**config.mk**
```make
export PLATFORM = sky130hd
export DESIGN_NAME = square_motion_ctrl
export DESIGN_NICKNAME = d
export VERILOG_FILES = /design/src/rtl/square_motion_ctrl.sv
export SDC_FILE = /design/constraint.sdc
export NUM_CORES = 1
export LEC_CHECK = 0
export BUFFER_PORTS_ARGS = -buffer_cell sky130_fd_sc_hd__buf_2
export CORE_MARGIN = 2
export CORE_UTILIZATION = 49
export CTS_CLUSTER_SIZE = 12
export DETAILED_ROUTE_END_ITERATION = 10
export PLACE_DENSITY_LB_ADDON = 0.1
export SETUP_SLACK_MARGIN = 0.02
export SYNTH_ARGS = -nofsm -noshare
export SYNTH_HDL_FRONTEND = slang
export SYNTH_SLANG_ARGS = --single-unit
```
**constraint.sdc**
```tcl
create_clock -name PCLK -period 2.65 [get_ports PCLK]
set_input_delay 0.265 -clock PCLK [delete_from_list [all_inputs] [get_ports PCLK]]
set_output_delay 0.265 -clock PCLK [all_outputs]
set_load 0.005 [all_outputs]
```
**src/rtl/square_motion_ctrl.sv**
```systemverilog
// Bouncing-square motion controller: moves the square once per frame in vertical blanking, with pause/single-step.
// Optional BOUNCE_COLOUR_EN: cycles COLOUR through an 8-entry RGB565 palette on every bounce.
module square_motion_ctrl #(
    parameter int unsigned H_RES = 640,
    parameter int unsigned V_RES = 480,
    parameter int unsigned SIZE  = 200,
    parameter int unsigned SPEED = 1,
    parameter int unsigned X0    = 220,
    parameter int unsigned Y0    = 140
) (
    input  logic        PCLK,
    input  logic        RESET_n,
    input  logic [9:0]  SX,
    input  logic [9:0]  SY,
    input  logic        DE,
    input  logic        PAUSE,
    input  logic        STEP_REQ,
    output logic        STEP_ACK,
    output logic [9:0]  SQ_X,
    output logic [9:0]  SQ_Y,
    output logic        SQUARE,
    output logic        BOUNCE,
    output logic [15:0] COLOUR
);

    typedef enum logic [1:0] {IDLE, MOVE_X, MOVE_Y, DONE} state_t;

    localparam logic [9:0]  X_MAX  = 10'(H_RES - SIZE);
    localparam logic [9:0]  Y_MAX  = 10'(V_RES - SIZE);
    localparam logic [10:0] SPD    = 11'(SPEED);
    localparam logic [10:0] SZ     = 11'(SIZE);
    localparam logic [9:0]  V_LINE = 10'(V_RES);

    state_t      state, state_nx;
    logic        hit, hit_q, tick;
    logic        dir_x, dir_y, bnc_x, bnc_y;
    logic        pending, step_run;
    logic [10:0] x_step, y_step;

    // Returns {flip, new_pos} for one axis update in 11-bit arithmetic.
    function automatic logic [10:0] axis_step(input logic [9:0] pos, input logic dir,
                                              input logic [9:0] lim);
        logic [10:0] sum;
        sum = {1'b0, pos} + SPD;
        if (dir) begin
            if (sum >= {1'b0, lim}) return {1'b1, lim};
            return {1'b0, sum[9:0]};
        end
        if ({1'b0, pos} <= SPD) return {1'b1, 10'd0};
        return {1'b0, pos - SPD[9:0]};
    endfunction

    // Edge-detected so a held coordinate still yields a single-cycle tick.
    assign hit    = (SY == V_LINE) && (SX == '0);
    assign tick   = hit && !hit_q;
    assign x_step = axis_step(SQ_X, dir_x, X_MAX);
    assign y_step = axis_step(SQ_Y, dir_y, Y_MAX);

    always_ff @(posedge PCLK or negedge RESET_n) begin
        if (!RESET_n) state <= IDLE;
        else          state <= state_nx;
    end

    always_comb begin
        state_nx = state;
        case (state)
            IDLE:    if (tick && (!PAUSE || pending)) state_nx = MOVE_X;
            MOVE_X:  state_nx = MOVE_Y;
            MOVE_Y:  state_nx = DONE;
            DONE:    state_nx = IDLE;
            default: state_nx = IDLE;
        endcase
    end

    always_ff @(posedge PCLK or negedge RESET_n) begin
        if (!RESET_n) begin
            SQ_X     <= 10'(X0);
            SQ_Y     <= 10'(Y0);
            dir_x    <= 1'b1;
            dir_y    <= 1'b1;
            bnc_x    <= 1'b0;
            bnc_y    <= 1'b0;
            pending  <= 1'b0;
            step_run <= 1'b0;
            hit_q    <= 1'b0;
            SQUARE   <= 1'b0;
            STEP_ACK <= 1'b0;
            BOUNCE   <= 1'b0;
        end else begin
            hit_q    <= hit;
            STEP_ACK <= 1'b0;
            BOUNCE   <= 1'b0;
            SQUARE   <= DE
                        && ({1'b0, SX} >= {1'b0, SQ_X}) && ({1'b0, SX} < ({1'b0, SQ_X} + SZ))
                        && ({1'b0, SY} >= {1'b0, SQ_Y}) && ({1'b0, SY} < ({1'b0, SQ_Y} + SZ));
            if (STEP_REQ && PAUSE && !pending) pending <= 1'b1;
            case (state)
                IDLE: if (state_nx == MOVE_X) step_run <= pending;
                MOVE_X: begin
                    SQ_X  <= x_step[9:0];
                    dir_x <= dir_x ^ x_step[10];
                    bnc_x <= x_step[10];
                end
                MOVE_Y: begin
                    SQ_Y  <= y_step[9:0];
                    dir_y <= dir_y ^ y_step[10];
                    bnc_y <= y_step[10];
                end
                DONE: begin
                    BOUNCE <= bnc_x | bnc_y;
                    if (step_run) begin
                        STEP_ACK <= 1'b1;
                        pending  <= 1'b0;
                    end
                end
                default: ;
            endcase
        end
    end

`ifdef BOUNCE_COLOUR_EN
    logic [2:0] pal_idx;

    function automatic logic [15:0] palette(input logic [2:0] i);
        case (i)
            3'd0:    return 16'hFFFF;
            3'd1:    return 16'hF800;
            3'd2:    return 16'h07E0;
            3'd3:    return 16'h001F;
            3'd4:    return 16'hFFE0;
            3'd5:    return 16'h07FF;
            3'd6:    return 16'hF81F;
            default: return 16'hFD20;
        endcase
    endfunction

    always_ff @(posedge PCLK or negedge RESET_n) begin
        if (!RESET_n) begin
            pal_idx <= '0;
            COLOUR  <= 16'hFFFF;
        end else begin
            if (BOUNCE) pal_idx <= pal_idx + 3'd1;
            COLOUR <= palette(pal_idx);
        end
    end
`else
    assign COLOUR = 16'hFFFF;
`endif

endmodule

```
# Word level (Yosys, flattened, before mapping)
# Index checks and enable logic that the tools add are counted.
[word_totals]
ff_bits = 32
output_inout_bits = 39
wordCells = 81
inputBits = 25
[classes]
n_lt_le_gt_ge = 8
mux = 30
bitwise_logic = 3
reduce_logical = 16
n_eq_ne = 5
add_sub_neg = 6
[op_table]
columns = ["op", "count"]
rows = [
  ["11-bit two-way mux", 12],
  ["10-bit by 1-bit adder with 11-bit output, second input constant", 2],
  ["10-bit by 8-bit adder with 11-bit output, second input constant", 2],
  ["11-bit by 9-bit greater-or-equal comparator with 1-bit output, second input constant", 2],
  ["10-bit by 11-bit < comparator with 1-bit output", 2],
  ["10-bit greater-or-equal comparator", 2],
  ["10-bit by 1-bit less-or-equal comparator with 1-bit output, second input constant", 2],
  ["10-bit by 1-bit subtractor with 10-bit output, second input constant", 2],
  ["1-bit two-way mux", 16],
  ["10-bit by 9-bit == test with 1-bit output, second input constant", 1],
  ["10-bit zero test", 1],
  ["1-bit logical AND", 9],
  ["2-bit one-hot mux with 4 select lines", 1],
  ["2-bit by 1-bit == test with 1-bit output, second input constant", 2],
  ["2-bit == test, second input constant", 2],
  ["1-bit zero test", 3],
  ["2-bit zero test", 1],
  ["2-bit two-way mux", 1],
  ["2-bit AND reduction", 1],
  ["1-bit XOR", 2],
  ["1-bit logical OR", 1],
  ["1-bit OR", 1],
]

# Depth between registers and ports, before layout
[logic_depth]
ltp_word = 10
ltp_mapped = 11
ltp_nobuf = 11

# Worst setup path after synthesis
# Ideal clock, no wire load.
[synth_path]
path_kind = "reg2reg"
startpoint = "reg SQ_X[3]"
endpoint = "reg SQUARE"
path_slack_ps = 281
setup_ps = 125
stages_incl_launch_ff = 12
n_path_buf = 0
arrival_ps = 2244
required_time_ps = 2525
period_less_slack_ps = 2369
path_cell_list = "dfstp_2 -> ha_1 -> nand2_1 -> a21oi_1 -> a21oi_1 -> ha_1 -> o21a_1 -> o21ai_0 -> a21oi_1 -> nor2_1 -> o31ai_1 -> a2111oi_0"
[synth_via]
elab_chain_len = 5
word_cells_on_any_way = 7
cone_classes = "1 x add/sub; 2 x order compare; 4 x reduce/logical"
[synth_lines]
columns = ["element", "line", "text"]
rows = [
  ["start, declared", "19", "output logic [9:0] SQ_X,"],
  ["start signal, assigned", "77", "SQ_X <= 10'(X0);"],
  ["start signal, assigned", "100", "SQ_X <= x_step[9:0];"],
  ["10-bit by 8-bit adder with 11-bit output / 10-bit greater-or-equal comparator (equally long branches)", "94", "&& ({1'b0, SX} >= {1'b0, SQ_X}) && ({1'b0, SX} < ({1'b0, SQ_X} + SZ))"],
  ["10-bit by 11-bit < comparator with 1-bit output / 1-bit logical AND (equally long branches)", "94", ""],
  ["1-bit logical AND *", "94", ""],
  ["1-bit logical AND * (2 in a row)", "95", "&& ({1'b0, SY} >= {1'b0, SQ_Y}) && ({1'b0, SY} < ({1'b0, SQ_Y} + SZ));"],
  ["end signal, assigned", "93", "SQUARE <= DE"],
  ["end, declared", "21", "output logic SQUARE,"],
]
# Every way passes the cells marked *; elsewhere a longest branch is shown, timed or not.
# A chain may end at the register's enable or synchronous reset.

# Worst setup path after layout
[layout_path]
startpoint = "reg SQ_X[3]"
endpoint = "reg SQ_X[5]"
[layout_via]
elab_chain_len = 9
word_cells_on_any_way = 13
cone_classes = "2 x add/sub; 2 x order compare; 9 x mux"
[layout_lines]
columns = ["element", "line", "text"]
rows = [
  ["10-bit by 1-bit adder with 11-bit output", "44", "sum = {1'b0, pos} + SPD;"],
  ["11-bit by 9-bit greater-or-equal comparator with 1-bit output", "46", "if (sum >= {1'b0, lim}) return {1'b1, lim};"],
  ["1-bit two-way mux", "46", ""],
  ["1-bit two-way mux", "45", "if (dir) begin"],
  ["11-bit two-way mux", "47", "return {1'b0, sum[9:0]};"],
  ["11-bit two-way mux", "45", ""],
  ["11-bit two-way mux", "49", "if ({1'b0, pos} <= SPD) return {1'b1, 10'd0};"],
  ["11-bit two-way mux", "50", "return {1'b0, pos - SPD[9:0]};"],
  ["11-bit two-way mux *", "49", ""],
]
# Every way passes the cells marked *; elsewhere a longest branch is shown, timed or not. The select of a mux whose other input is x is not followed.

==> run summary <==
The run finished with clean final reports. The initial antenna violation count is 0, and the share of the clock period used by the worst path is 0.917. The run gives 0.22 ns as the reg2reg setup slack.

The number of violations of the max-capacitance limit came out at 0. Among all cell types in the netlist, the one instantiated most often is sky130_fd_sc_hd__ha_1. The number of buffers on the longest clock path was 2.

The kind of start point of the critical path was a flip-flop. The number of nets in the finished design is 568, and the portion of the post-synthesis area used by sequential elements is 0.226. The completed layout was analyzed and its total power is 2.77 mW.

Detailed-route via count: 3451. Counting the buffers created by CTS gives 5. The maximum fanout along the worst path was 9; the count of pins over their slew limit was 0. The number of hold violations in the final report is 0, and the number of global-route vias before repair is 3199. In this run the worst hold path is classified as in -> async.

From synthesis to final layout, the design area changed by 12.6%. The detail route stage leaves a number of antenna-violating nets equal to 0. The clock tree synthesis step divided the H-tree into 2 levels. The synthesized design contains 0 enable-type register cells. The top flip-flop cell by instance count after synthesis is sky130_fd_sc_hd__dfrtp_1. The total overflow left after global routing is 0. The run gives 0 as the number of setup violations in the final report.

The average wire per standard cell is 16.2 um. Capturing element type of the critical path: a flip-flop. During I/O placement, the number of pins put on the boundary was 64.

The run gives 2.64 ns as the arrival time at the worst endpoint. The category of the critical setup timing path was reg -> reg. The pre-antenna-repair detailed-routing pass consisted of 4 iterations.

In the synthesized netlist, the cells that appear most often are sky130_fd_sc_hd__ha_1, sky130_fd_sc_hd__inv_1, sky130_fd_sc_hd__nor2_1, sky130_fd_sc_hd__nand2_1, sky130_fd_sc_hd__a21oi_1. At the end of routability-driven placement, the weighted congestion stood at 0.888. In the routed layout, each cell is associated on average with a via count of 5.82. The tools report the floorplan core area as 7180 um^2. Clock tree synthesis selected as its root buffer the cell sky130_fd_sc_hd__clkbuf_8. The async set-or-reset flop fraction in the synthesized netlist was 1.00.

In this run, distinct cell masters in the synthesized netlist total 74. The run gives 0.00596 ns as the worst clock skew. The worst hold slack across all endpoints is 0.0517 ns. In this run the cell area of the synthesized design comes to 3600 um^2.

TritonCTS built the clock tree. The total power per unit cell area was 685 nW/um^2; the count of antenna diodes in the layout was 0. The fraction of layout cells with a size suffix above 1 was 0.211; the count of warnings emitted by yosys was 0. The worst setup slack before clock tree synthesis is 0.178 ns, and the slew at the pin closest to its max-slew limit is 0.775 ns.

The tools report the number of core rows as 31. The number of buffers inserted by port buffering is 47, and the count of mapped cells out of synthesis is 438. The tools report the total routing resource utilization after global routing as 0.253.

The routed design has 9600 um of wire. Library cell occupying the most area in the post-synthesis netlist: sky130_fd_sc_hd__ha_1. Entering global routing, the biggest net connects 33 pins. The count of state elements after synthesis was 32.

A synthesized cell averages 8.21 um^2. Based on the critical path, the design can be clocked at up to 411 MHz. After synthesis, the cell types taking the most area are sky130_fd_sc_hd__ha_1, sky130_fd_sc_hd__dfrtp_1, sky130_fd_sc_hd__dfstp_2. Counting every sink on the clock net gives 32.

The clock period minus final worst setup slack was 2.43 ns. The headroom to the max-slew limit was 0.483; the initial detailed-routing violation count was 258. The die is 89.7 um wide. After clock tree synthesis, the clock-pin slew on the worst setup and hold paths is 0.07 ns. The wire length of the first global-routing pass is 15800 um, and the area share of the largest cell type after synthesis is 0.170.

The floorplan step defined a die boundary enclosing 8040 um^2. Setup slack closes at 0.220 ns. The initial core utilization was 0.501; the total DRC errors in the routed layout was 0. The HPWL reported at the end of detailed placement was 7480 um; the insertion delay to the later sink of the worst-skew pair was 0.29 ns. For the worst ir drop on vdd, the log shows 0.000459 V. Summed over all failing endpoints, the final setup total negative slack is 0 ns. STA puts the critical path data required time at 2.86 ns. The die is 89.7 um tall.

For the static leakage, the log shows 1.83 nW.
## state kept, by name, indices dropped and copies added, names as in the netlist
register / cells
BOUNCE: 1
SQUARE: 1
SQ_X: 10
SQ_Y: 10
STEP_ACK: 1
bnc_x: 1
bnc_y: 1
dir_x: 1
dir_y: 1
hit_q: 1
pending: 1
state: 2
step_run: 1
## path summary, 6_finish.rpt
kind | startpoint | to | depth (start not counted)
worst max-delay path | SQ_X[3]$_DFFE_PN1N_ | SQ_X[5]$_DFFE_PN0N_ | 9
worst min-delay path | RESET_n | SQUARE$_DFF_PN0_ | 1
worst max register to register | SQ_X[3]$_DFFE_PN1N_ | SQ_X[5]$_DFFE_PN0N_ | 9
worst min register to register | bnc_x$_DFFE_PN0N_ | BOUNCE$_DFF_PN0_ | 1
max in group asynchronous | RESET_n | SQ_Y[4]$_DFFE_PN0P_ | 1
min in group PCLK | STEP_REQ | pending$_DFF_PN0_ | 3
## what timing repair did
item / CTS / global route
hold buffers: 0 / 0
gates resized for setup: 0 / 4
setup endpoints to repair: 0 / 1
setup buffers: 0 / 2
## cell usage in the layout, fill, tap and decap left out, drive strengths merged, types with 3 or more instances in the layout
master,n
buf,68
ha,49
inv,36
nor2,35
nand2,33
o21ai,28
a21oi,26
dfrtp,22
xnor2,21
nand3,16
conb,16
dfstp,10
nand4,9
nor3,8
clkbuf,7
o32ai,6
a31oi,6
nand2b,6
nor4,5
a21o,5
o21a,5
o31ai,5
or4,5
a211oi,4
nor2b,4
and2,4
nor4b,3
and3,3
o211ai,3
o221ai,3
or3,3
a2bb2oi,3
## layer usage
layer  up-vias  track usage  wire [um]
met4         0       0.0624        131
li1       1673            -          -
met2       116        0.386       4210
met5         -            0          0
met1      1649        0.375       4680
met3        13       0.0375        572
## area by class of cell
| class | count | area [um^2] |
|---|---|---|
| clock buffer | 7 | 96.3 |
| inverter | 37 | 139 |
| timing repair buffer | 68 | 393 |
| fill | 691 | 3130 |
| tap | 99 | 124 |
| sequential | 32 | 815 |
| multi-input combinational | 350 | 2480 |
## metrics by stage
step | util | instance area, um^2 | std cells
after floorplan | - | 3650 | 453
after global placement | 0.548 | 3930 | 584
after detailed placement | 0.548 | 3930 | 584
after CTS | 0.561 | 4030 | 591
after global routing | 0.564 | 4050 | 593
final | 0.564 | 4050 | 593
## power by group
part	switching [mW]	total, mW	internal (mW)
combinational	0.905	1.58	0.674
clock	0.190	0.422	0.231
sequential	0.156	0.772	0.616
total	1.25	2.77	1.52
## critical path: stages (launching register included)
cell	delay (ns)
sky130_fd_sc_hd__dfstp_2	0.37
sky130_fd_sc_hd__buf_4	0.16
sky130_fd_sc_hd__inv_1	0.16
sky130_fd_sc_hd__ha_1	0.17
sky130_fd_sc_hd__or4b_2	0.69
sky130_fd_sc_hd__xnor2_1	0.20
sky130_fd_sc_hd__nor2_1	0.07
sky130_fd_sc_hd__o32ai_1	0.31
sky130_fd_sc_hd__nor2_1	0.08
sky130_fd_sc_hd__a2bb2oi_1	0.15
## logic make-up (layout without fill, tap and decap cells)
group                    after synthesis  after routing  share of synthesized area
other                                  1             16                    0.00104
flip-flops                            32             32                      0.226
XOR/XNOR                              22             22                     0.0536
multiplexers                           4              4                     0.0118
buffers and inverters                 71            112                      0.101
AO/OA/AOI/OAI                        118            118                      0.233
adder cells (fa/ha/maj)               49             49                      0.170
AND/OR/NAND/NOR                      141            141                      0.203
No activity file was read; power rests on OpenSTA's default activity.
